<file path="config.mk">
export PLATFORM = sky130hd
export DESIGN_NAME = p_mul_issue
export DESIGN_NICKNAME = d
export VERILOG_FILES = /design/src/rtl/p_mul_issue.sv
export SDC_FILE = /design/constraint.sdc
export NUM_CORES = 1
export LEC_CHECK = 0
export ABC_AREA = 0
export CAP_MARGIN = 20
export CORE_MARGIN = 5
export CORE_UTILIZATION = 54
export CTS_BUF_LIST = sky130_fd_sc_hd__clkbuf_4 sky130_fd_sc_hd__clkbuf_8
export DETAILED_ROUTE_END_ITERATION = 6
export PLACE_DENSITY = 0.88
export SLEW_MARGIN = 25
export SYNTH_ARGS = -nofsm -noshare
export SYNTH_HDL_FRONTEND = slang
export SYNTH_SLANG_ARGS = --single-unit
</file>
<file path="constraint.sdc">
create_clock -name clock -period 13.5 [get_ports clock]
set_input_delay 2.7 -clock clock [delete_from_list [all_inputs] [get_ports clock]]
set_output_delay 2.7 -clock clock [all_outputs]
set_load 0.005 [all_outputs]
</file>
<file path="src/rtl/p_mul_issue.sv">
// p_mul_issue: small issue FIFO in front of the packed multiplier.
//
// Requests are taken from the upstream handshake and checked. A request is kept only when
// in_pw is exactly one-hot and in_mul_l != in_mul_h. A rejected request still completes its
// handshake, is dropped, and raises err for exactly the following cycle. Kept requests are
// queued in order and presented to the multiplier from the head entry. There is no bypass,
// so a queued request reaches mul_valid one cycle after it is accepted.
//
// Parameters:
//   DEPTH       FIFO entry count, 2 or 4.
//
// Ports:
//   clock       sole clock, rising edge.
//   resetn      asynchronous active-low reset.
//   flush       (only with P_MUL_ISSUE_FLUSH_EN) empties the FIFO. Any same-cycle push or
//               error is ignored.
//   in_*        upstream request: in_valid/in_ready handshake, op flags, one-hot pack width
//               and the two 32-bit operands.
//   mul_*, pw, crs1, crs2, clmul
//               downstream request to the multiplier. Payload is held while stalled and is
//               zero when the FIFO is empty.
//   err         one-cycle pulse after a rejected request.
//   count       number of occupied entries.
//
// Optional feature macro: P_MUL_ISSUE_FLUSH_EN (adds the flush port and its logic).

module p_mul_issue #(
  parameter int unsigned DEPTH = 2
) (
  input  logic        clock,
  input  logic        resetn,
`ifdef P_MUL_ISSUE_FLUSH_EN
  input  logic        flush,
`endif
  // Upstream request
  input  logic        in_valid,
  output logic        in_ready,
  input  logic        in_mul_l,
  input  logic        in_mul_h,
  input  logic        in_clmul,
  input  logic [4:0]  in_pw,
  input  logic [31:0] in_crs1,
  input  logic [31:0] in_crs2,
  // Downstream request to the packed multiplier
  output logic        mul_valid,
  input  logic        mul_ready,
  output logic        mul_l,
  output logic        mul_h,
  output logic        clmul,
  output logic [4:0]  pw,
  output logic [31:0] crs1,
  output logic [31:0] crs2,
  // Status
  output logic        err,
  output logic [2:0]  count
);

  // DEPTH is restricted to powers of two, so the pointers wrap by plain overflow.
  localparam int unsigned PtrW     = $clog2(DEPTH);
  localparam logic [2:0]  DepthCnt = 3'(DEPTH);

  typedef logic [PtrW-1:0] ptr_t;

  typedef struct packed {
    logic        mul_l;
    logic        mul_h;
    logic        clmul;
    logic [4:0]  pw;
    logic [31:0] crs1;
    logic [31:0] crs2;
  } entry_t;

  entry_t     mem_q [DEPTH];
  ptr_t       head_q, head_d;
  ptr_t       tail_q, tail_d;
  logic [2:0] count_q, count_d;
  logic       err_q, err_d;

  logic   accept;
  logic   req_ok;
  logic   push;
  logic   pop;
  logic   flush_req;
  entry_t wr_entry;
  entry_t head_entry;

  // Ready depends only on registered occupancy, never on mul_ready.
  assign in_ready  = (count_q < DepthCnt);
  assign mul_valid = (count_q != 3'd0);
  assign count     = count_q;
  assign err       = err_q;

`ifdef P_MUL_ISSUE_FLUSH_EN
  assign flush_req = flush;
`else
  assign flush_req = 1'b0;
`endif

  // One-hot test without $onehot: non-zero and only a single bit set.
  assign req_ok = (in_pw != 5'd0) && ((in_pw & (in_pw - 5'd1)) == 5'd0) &&
                  (in_mul_l != in_mul_h);

  assign accept = in_valid && in_ready;
  assign push   = accept && req_ok && !flush_req;
  assign pop    = mul_valid && mul_ready && !flush_req;

  assign wr_entry = '{
    mul_l: in_mul_l,
    mul_h: in_mul_h,
    clmul: in_clmul,
    pw:    in_pw,
    crs1:  in_crs1,
    crs2:  in_crs2
  };

  always_comb begin
    head_d  = head_q;
    tail_d  = tail_q;
    count_d = count_q;
    err_d   = 1'b0;
    if (flush_req) begin
      head_d  = '0;
      tail_d  = '0;
      count_d = 3'd0;
    end else begin
      if (pop) begin
        head_d = head_q + ptr_t'(1);
      end
      if (push) begin
        tail_d = tail_q + ptr_t'(1);
      end
      unique case ({push, pop})
        2'b10:   count_d = count_q + 3'd1;
        2'b01:   count_d = count_q - 3'd1;
        default: count_d = count_q;
      endcase
      // The rejected request still handshakes, so err follows the accept.
      err_d = accept && !req_ok;
    end
  end

  always_ff @(posedge clock or negedge resetn) begin
    if (!resetn) begin
      head_q  <= '0;
      tail_q  <= '0;
      count_q <= 3'd0;
      err_q   <= 1'b0;
    end else begin
      head_q  <= head_d;
      tail_q  <= tail_d;
      count_q <= count_d;
      err_q   <= err_d;
    end
  end

  // Storage needs no reset: an empty FIFO masks the payload to zero below.
  always_ff @(posedge clock) begin
    if (push) begin
      mem_q[tail_q] <= wr_entry;
    end
  end

  assign head_entry = mem_q[head_q];

  // Payload comes from the head entry and is zero while empty. This covers reset,
  // because count_q clears asynchronously.
  always_comb begin
    mul_l = 1'b0;
    mul_h = 1'b0;
    clmul = 1'b0;
    pw    = 5'd0;
    crs1  = 32'd0;
    crs2  = 32'd0;
    if (mul_valid) begin
      mul_l = head_entry.mul_l;
      mul_h = head_entry.mul_h;
      clmul = head_entry.clmul;
      pw    = head_entry.pw;
      crs1  = head_entry.crs1;
      crs2  = head_entry.crs2;
    end
  end

endmodule

</file>
# [After elaboration in Yosys (flattened, before gate mapping)]
# Memory sizes are Yosys's and may differ from the RTL's.
# Cells that the tools add are included.
[classes] add_sub_neg=5 order_cmp=1 eq_ne=3 n_mux=9 n_bitwise=1 n_reduce_logical=11
[op_table] op="$mux W32" n=2
[op_table] op="$logic_and A1 B1 Y1" n=6
[op_table] op="$pmux W3 S2" n=1
[op_table] op="$and A5 B5 Y5" n=1
[op_table] op="$logic_not A5 Y1" n=1
[op_table] op="$mux W1" n=5
[op_table] op="$mux W5" n=1
[op_table] op="$reduce_bool A5 Y1" n=1
[op_table] op="$sub A5 B1 Y5 const B" n=1
[op_table] op="$add A3 B1 Y3 const B" n=1
[op_table] op="$lt A3 B2 Y1 const B" n=1
[op_table] op="$reduce_bool A3 Y1" n=1
[op_table] op="$sub A3 B1 Y3 const B" n=1
[op_table] op="$add A1 B1 Y1 const B" n=2
[op_table] op="$eq A2 B1 Y1 const B" n=1
[op_table] op="$eq A2 B2 Y1 const B" n=1
[op_table] op="$reduce_bool A2 Y1" n=1
[op_table] op="$logic_not A1 Y1" n=1
[op_table] op="$ne A1 B1 Y1" n=1
[word_totals] regBits=6 ram_bits=144 in_bits=76 out_inout_bits=78 word_cells=35 n_memories=1
[mem_list] name="mem_q" words=2 width=72 read_ports=1 rd_clocked_by_memory_dff=0 wr=1 line_no="73" text="entry_t mem_q [DEPTH];"

# [Logic depth before layout (Yosys ltp)]
# Gate-level depths: netlist (run 1).
[depth] depth_word=8 mapped_depth=10 depth_no_buf=10

# [Worst setup path before layout (run 1)]
# OpenSTA, ideal clock, no wires.
[synth_timing] kind="in2reg" start="input port in_pw[3]" end="memory mem_q[0][0] (netlist bit) (enable)" setup_ns=0.511 arrival_time_ns=6.553 required_ns=12.989 setup_slack_ns=6.436 path_stages=4 n_path_buf=0 path_cell_list="nor3b_1 -> a22oi_1 -> a211oi_2 -> nor2b_1"
[synth_between] elab_chain_len=8 word_cells_on_any_way=9 classes_between="1 x add/sub; 2 x mux; 1 x bitwise; 5 x reduce/logical"
[synth_rtl] element="start, declared" line_no="41" text="input logic [4:0] in_pw,"
[synth_rtl] element="$sub A5 B1 Y5" line_no="100" text="assign req_ok = (in_pw != 5'd0) && ((in_pw & (in_pw - 5'd1)) == 5'd0) &&"
[synth_rtl] element="$and A5 B5 Y5" line_no="100"
[synth_rtl] element="$logic_not A5 Y1" line_no="100"
[synth_rtl] element="$logic_and A1 B1 Y1 (*) (2 in series)" line_no="100"
[synth_rtl] element="$logic_and A1 B1 Y1 (*)" line_no="104" text="assign push = accept && req_ok && !flush_req;"
[synth_rtl] element="$mux W1 (*)" line_no="158" text="if (push) begin"
[synth_rtl] element="$mux W1 (implied by the code) (*)" line_no="159" text="mem_q[tail_q] <= wr_entry;"
[synth_rtl] element="end, declared" line_no="73"
# Mark *: on every way between the ends. The rest lies on a longest branch, timed or not.

# [Worst setup path after layout (run 1)]
[layout_timing] start="register head_q" end="output port crs2[19]"
[layout_between] elab_chain_len=2
[layout_rtl] element="start, declared" line_no="74" text="ptr_t head_q, head_d;"
[layout_rtl] element="start signal, assigned" line_no="144" text="head_q <= '0;"
[layout_rtl] element="start signal, assigned" line_no="149" text="head_q <= head_d;"
[layout_rtl] element="$mem_v2 Z2 W72"
[layout_rtl] element="$mux W32" line_no="174" text="if (mul_valid) begin"
[layout_rtl] element="end, declared" line_no="52" text="output logic [31:0] crs2,"
# No other way between the ends.

==> metrics.md, run 1 <==
| Metric | Value |
|---|---|
| Vias | about 3,400 |
| Die X | roughly 110 um |
| Syn_nets | 423 |
| ANT cells | 0 |
| Multiplexer area fraction after synthesis | 0.126 |
| Post-synthesis xor/xnor area fraction | 0.0106 |
| Unrepaired setup endpoints after global routing | no |
| Post-CTS setup buffers | 0 |
| DRC | 0 |
| Hold Crit Class | register to register |
| Simple-gate portion of the synthesized area | 0.0606 |
| Placed cell count | roughly 620 |
| Syn_area_per_cell | 16.7 um^2 |
| TritonCTS Sinks | 150 |
| GPL Wtd Cong | 0.757 |
| Initial antenna violation count | 0 |
| DRT Pass-1 Iters | 4 |
| Clock latency at the later pin of the worst-skew pair | 440 ps |
| Slowest Stage Delay on Critical Path | between 700 and 800 ps |
| Drt via density | between 5 and 6 |
| Global-route wire length before repair | around 18,000 um |
| Period utilization | 0.407 |
| Reg2Reg Setup Slack | around 11,000 ps |
| Post-synthesis compound-gate area fraction | 0.00520 |
| Critical-path cell list | buf_4, mux2i_1, nor2_1, clkdlybuf4s50_1 |
| Synth Area in Adders | 0.00563 |
| Fin cells | about 650 |
| Maximum clock rate | 0.182 GHz |
| Clock buffer count from CTS | 17 |
| Yosys reg bits | 150 |
| Worst rel slew slack | 0.340 |
| Post-route cell area | 0.00789 mm^2 |
| H-tree depth | 4 |
| Worst hold path depth | 1 |
| Final Util | 0.760 |
| Worst Hold End | count[2] |
| Min-delay src | count[2] |
| # rows | 37 |
| CTS tree | yes |
| Fin Hold WS | 555 ps |
| Crit Path Max Fanout | between 40 and 50 |
| Overflow after GRT | 0 |
| DP Area | ~0.0075 mm^2 |
| Post-place setup slack | approximately 8200 ps |
| Root buf cell | clkbuf_8 |
| Post-cts hold buffer count | 0 |
| Leakage | 2.89 nW |
| Routed WL | around 12,000 um |
| Largest net degree at the start of global routing | 73 |
| Syn Inst Count | 345 |
| Worst-path clk slew | 80 ps |
| Worst vdd ir | ~130 uV |
| Starting Density | 0.557 |
| RR Startpoint | count[2] |
| Die Ht | ~110 um |
| WL/cell | 17.7 um |
| Outcome | completed |
| Data arrival time of the critical path | approximately 2800 ps |
| Power per cell area | around 170 mW/mm^2 |
| Crit-path slowest cell | dfrtp_4 |
| Worst Path Required | between 10,000 and 15,000 ps |
| Sequential element share of the synthesized area | 0.774 |
| Min setup slack post-route | about 8000 ps |
| Max-cap viol count | 0 |
| PortBufs | between 150 and 200 |
| R2R depth | 5 |
| Initial DRC count | between 200 and 250 |
| Min cycle time layout | between 5000 and 6000 ps |
| Overall power | between 1 and 1.5 mW |
| Final setup violation count | 0 |
| Fin. Hold Viols | 0 |
| CP Capture Type | output port |
| Largest family of logic cells by synthesized area | multiplexers |
| Warnings from Yosys | 0 |
| Skew final | about 14 ps |
| Max Transition Viols Final | 0 |
| Worst R2R End | mem_q[0][17] |
| Worst slew pin tran | 990 ps |
| Tot GR Track Use | 0.186 |
| Final net count | between 500 and 600 |
| CTS Buffer Depth | 2 |
| Fraction of layout instances using a drive strength above 1 | 0.0753 |
| Post-Syn Area | 0.00578 mm^2 |
| Area of the core | slightly above 0.01 mm^2 |
| Setup TNS | 0 ps |
| Vias in the first global route | approximately 3,600 |
| Post-CTS sizing | 0 |
| Die Area | 0.0129 mm^2 |
| Setup crit start kind | register |
| Ports | roughly 150 |
| P&R area growth vs syn | 36.5% |
| Kind of critical path | register to output port |
| Antenna-violating nets left | 0 |
| Synth unique cells | 19 |
| HPWL Detailed | around 7600 um |
## where the power goes
group	internal (mW)	total (mW)	switching (mW)	leakage [nW]
Combinational	0.276	0.454	0.178	1.31
Clock	0.203	0.369	0.166	0.216
Sequential	0.524	0.557	0.0330	1.37
## cells in the mapped netlist, drive strengths merged
master / number / area [um^2]
a22oi: 1 / 7.51
inv: 5 / 18.8
o21ai: 1 / 5.00
and3: 1 / 6.26
nor2: 77 / 289
ha: 1 / 12.5
buf: 16 / 80.1
fa: 1 / 20.0
a211oi: 1 / 12.5
edfxtp: 144 / 4320
mux2i: 73 / 731
nor3b: 1 / 7.51
nor3: 3 / 15.0
dfrtp: 6 / 150
xor2: 5 / 43.8
xnor2: 2 / 17.5
nand2: 2 / 7.51
a21oi: 1 / 5.00
nor2b: 4 / 25.0
## registers in the layout (all words and copies together) (netlist names)
register / count
mem_q: 144
count: 3
err: 1
head_q: 1
tail_q: 1
## cell type report
class,count,area (um^2)
Sequential cell,150,4480
Fill cell,663,2480
Timing Repair Buffer,157,1560
Multi-Input combinational cell,174,1220
Clock buffer,17,234
Clock inverter,15,201
Tap cell,136,170
Inverter,5,18.8
## worst max path at each step
stage / start / end / slack (ps) / cells after the start
final: head_q / crs2[19] / 8010 / 4
after CTS: head_q / mul_h / 7960 / 4
after floorplan: in_pw[3] / mem_q[0][0] / 6440 / 4
after global placement: in_pw[2] / mem_q[0][46] / 8280 / 6
after detailed placement: in_pw[2] / mem_q[0][47] / 8190 / 6
after global routing: head_q / crs1[26] / 7860 / 4
## cell families after synthesis
family          count (synthesis)
xor+xnor                        7
buf+inv                        21
fa+ha+maj                       2
flops                         150
mux                            73
compound gates                  4
simple gates                   88
## cell usage in the layout (no fill, tap or decap), drive strengths merged, types with 2 or more instances in the layout
cell,netlist,final
nor3,3,3
inv,5,8
mux2i,73,73
edfxtp,144,144
clkinv,0,7
clkdlybuf4s50,0,153
xnor2,2,2
bufinv,0,4
xor2,5,5
nor2,77,77
nand2,2,2
clkbuf,0,17
buf,16,4
dfrtp,6,6
nor2b,4,4
## worst max-delay path: cells and delay by family (launching register included)
family	cells	cell delay (ps)
mux	1	200
flops	1	770
buf+inv	2	1190
simple gates	1	160
## per-layer routing
layer,vias up,share of wire,GRT usage
met3,27,0.072,0.0578
li1,1584,-,-
met1,1671,0.39,0.221
met2,136,0.51,0.311
met5,-,0,0
met4,0,0.027,0.0849
(Power assumes the default switching activity.)
==> run 2, diff against run 1 <==
--- a/config.mk
+++ b/config.mk
@@ -8,10 +8,10 @@
 export ABC_AREA = 0
 export CAP_MARGIN = 20
 export CORE_MARGIN = 5
-export CORE_UTILIZATION = 54
+export CORE_UTILIZATION = 50
 export CTS_BUF_LIST = sky130_fd_sc_hd__clkbuf_4 sky130_fd_sc_hd__clkbuf_8
 export DETAILED_ROUTE_END_ITERATION = 6
-export PLACE_DENSITY = 0.88
+export PLACE_DENSITY = 0.82
 export SLEW_MARGIN = 25
 export SYNTH_ARGS = -nofsm -noshare
 export SYNTH_HDL_FRONTEND = slang
==> constraint.sdc (replaced) <==
create_clock -name clock -period 5.5 [get_ports clock]
set_input_delay 1.1 -clock clock [delete_from_list [all_inputs] [get_ports clock]]
set_output_delay 1.1 -clock clock [all_outputs]
set_load 0.005 [all_outputs]
==> run 2 against run 1 <==
Compared with the run above:
- combinational power grew 140%
- largest cell class unchanged
- highest routed layer unchanged
- die area grew 7.3%
- design area grew 0.30%
- worst setup slack lost 6300 ps
- worst hold slack lost 4.8 ps
==> metrics.md, run 2 (synthesized netlist as in run 1, its figures left out) <==
| Metric | Value |
|---|---|
| Reg2Reg Setup Slack | 2930 ps (-8190 ps) |
| Die X | 118 um (+3.6%) |
| Power per cell area | 430 mW/mm^2 (+150%) |
| Data arrival time of the critical path | 2720 ps (-70 ps) |
| Starting Density | 0.508 (-0.0490) |
| Met3 WL | 678 um (-18%) |
| Power share of the clock group | 0.266 (about the same) |
| Fill count | 764 (+15%) |
| GPL Wtd Cong | 0.737 (-2.6%) |
| DRT Pass-1 Iters | 4 (unchanged) |
| Worst vdd ir | 255 uV (+96%) |
| Net Sw Power | 0.936 mW (+150%) |
| Post-CTS setup buffers | 0 (unchanged) |
| Maximum clock rate | between 0.2 and 0.3 GHz |
| Hold Crit Class | register to register |
| Kind of critical path | register to output port |
| Clock buffer count from CTS | 17 (unchanged) |
| Global-route wire length before repair | 17,900 um (-1.2%) |
| # rows | 39 (+5.4%) |
| CTS Buffer Depth | 2 (unchanged) |
| Internal cell power | 2.46 mW (+150%) |
| Worst-path clk slew | 80 ps (about the same) |
| CTS tree | yes |
| WL met2 | 6080 um (+3.0%) |
| Leakage | 2.89 nW (-0.11%) |
| Post-route cell area | 0.00791 mm^2 (+0.30%) |
| Leading cell type in the layout, fill and taps excluded | clkdlybuf4s50_1 |
| Area of the core | 0.0114 mm^2 (+9.6%) |
| Worst hold path depth | 1 (unchanged) |
| Sequential fraction of design power | 0.415 (+0.011) |
| Initial antenna violation count | 0 (unchanged) |
| Max-cap viol count | 0 (unchanged) |
| Period utilization | 0.695 |
| WL/cell | 17.5 um (-1.5%) |
| Post-CTS sizing | 0 (unchanged) |
| Crit Path Max Fanout | 54 (+26%) |
| Combinational group share of total power | 0.319 (-0.010) |
| Vias | 3,349 (-2.0%) |
| Register with the most flip-flops | mem_q |
| Initial DRC count | 136 (-35%) |
| Sw frac | 0.275 (+0.00161) |
| Die Ht | 118 um (+3.6%) |
| Root buf cell | clkbuf_8 |
| Final net count | 583 (unchanged) |
| Min cycle time layout | approximately 3800 ps |
| Antenna-violating nets left | 0 (unchanged) |
| TritonCTS Sinks | 150 (unchanged) |
| Setup crit start kind | register |
| R2R depth | 5 (unchanged) |
| Setup TNS | 0 ps (unchanged) |
| Worst rel slew slack | 0.326 (-0.0133) |
| Final setup violation count | 0 (unchanged) |
| Worst slew pin tran | 1010 ps (+20.0 ps) |
| Unrepaired setup endpoints after global routing | no |
| Largest net degree at the start of global routing | 73 (unchanged) |
| Final Util | 0.696 (-0.0648) |
| Outcome | completed |
| Min setup slack post-route | 1680 ps (-6330 ps) |
| Post-cts hold buffer count | 0 (unchanged) |
| Tot GR Track Use | 0.164 (-0.0213) |
| Largest register FFs | 144 (unchanged) |
| ANT cells | 0 (unchanged) |
| Post-place setup slack | 1670 ps (-6520 ps) |
| Most frequent cells in the layout | clkdlybuf4s50_1, edfxtp_1, nor2_1 |
| DRC | 0 (unchanged) |
| DP Area | 0.00747 mm^2 (+0.29%) |
| Routed WL | 11,500 um (-0.48%) |
| Ports | 154 (unchanged) |
| Skew final | 7.03 ps (-7.04 ps) |
| CP Capture Type | output port |
| Clock latency at the later pin of the worst-skew pair | 430 ps (about the same) |
| Die Area | 0.0138 mm^2 (+7.3%) |
| HPWL Detailed | 7690 um (+1.0%) |
| Drt via density | 5.07 (-3.1%) |
| Fin. Hold Viols | 0 (unchanged) |
| Worst Path Required | 4400 ps (-6400 ps) |
| Vias in the first global route | 3,564 (+0.22%) |
| Overflow after GRT | 0 (unchanged) |
| P&R area growth vs syn | 36.9% |
| H-tree depth | 4 (unchanged) |
| M1 wire length | 4490 um (-1.4%) |
| Max Transition Viols Final | 0 (unchanged) |
| Max layer used | met4 |
| Fraction of layout instances using a drive strength above 1 | 0.0772 (+0.00193) |
| PortBufs | 153 (unchanged) |
run 2: changes by cell type in the layout (fill, tap and decap cells not counted), sizes merged:
cell and change:
clkinvlp +2, inv -1, clkinv -1
run 2: final cells by class:
cell class	instances	area (um^2)	share of cell area
Clock buffer	17	234	0.0296
Clock inverter	15	204	0.0258
Inverter	5	18.8	0.00237
Multi-Input combinational cell	174	1220	0.155
Sequential cell	150	4480	0.566
Tap cell	143	179	0.0226
Timing Repair Buffer	157	1570	0.199
run 2: path summary, 6_finish.rpt:
| path | from | end |
|---|---|---|
| setup / recovery | head_q | crs1[20] |
| hold reg to reg | tail_q | tail_q |
| setup reg to reg | count[2] | mem_q[0][31] |
| hold / removal | tail_q | tail_q |
| max in group asynchronous | resetn | head_q |
| min in group asynchronous | resetn | count[2] |
run 2: metrics by stage:
step	power [mW]	hold slack, ps	instances
detailed placement	2.54	548	629
CTS	3.44	559	661
global placement	2.52	532	629
global route	3.57	586	661
finish	3.40	551	661
floorplan	1.88	456	345
run 2: critical path, cell delays in order (launching register included):
cell             delay, ps
dfrtp_4               1000
buf_4                  470
mux2i_1                140
nor2_1                 140
clkdlybuf4s50_1        530
run 2: power by group through the flow:
stage | Sequential, mW | Clock (mW) | Combinational [mW]
after CTS | 1.41 | 0.922 | 1.11
after floorplan | 1.33 | 0 | 0.550
after global routing | 1.42 | 0.980 | 1.17
after global placement | 1.44 | 0 | 1.08
after detailed placement | 1.44 | 0 | 1.10
final | 1.41 | 0.904 | 1.09
run 2: per-layer routing:
metal	vias up	GRT usage
li1	1586	-
met3	20	0.0481
met2	124	0.285
met1	1619	0.186
met5	-	0
met4	0	0.0781
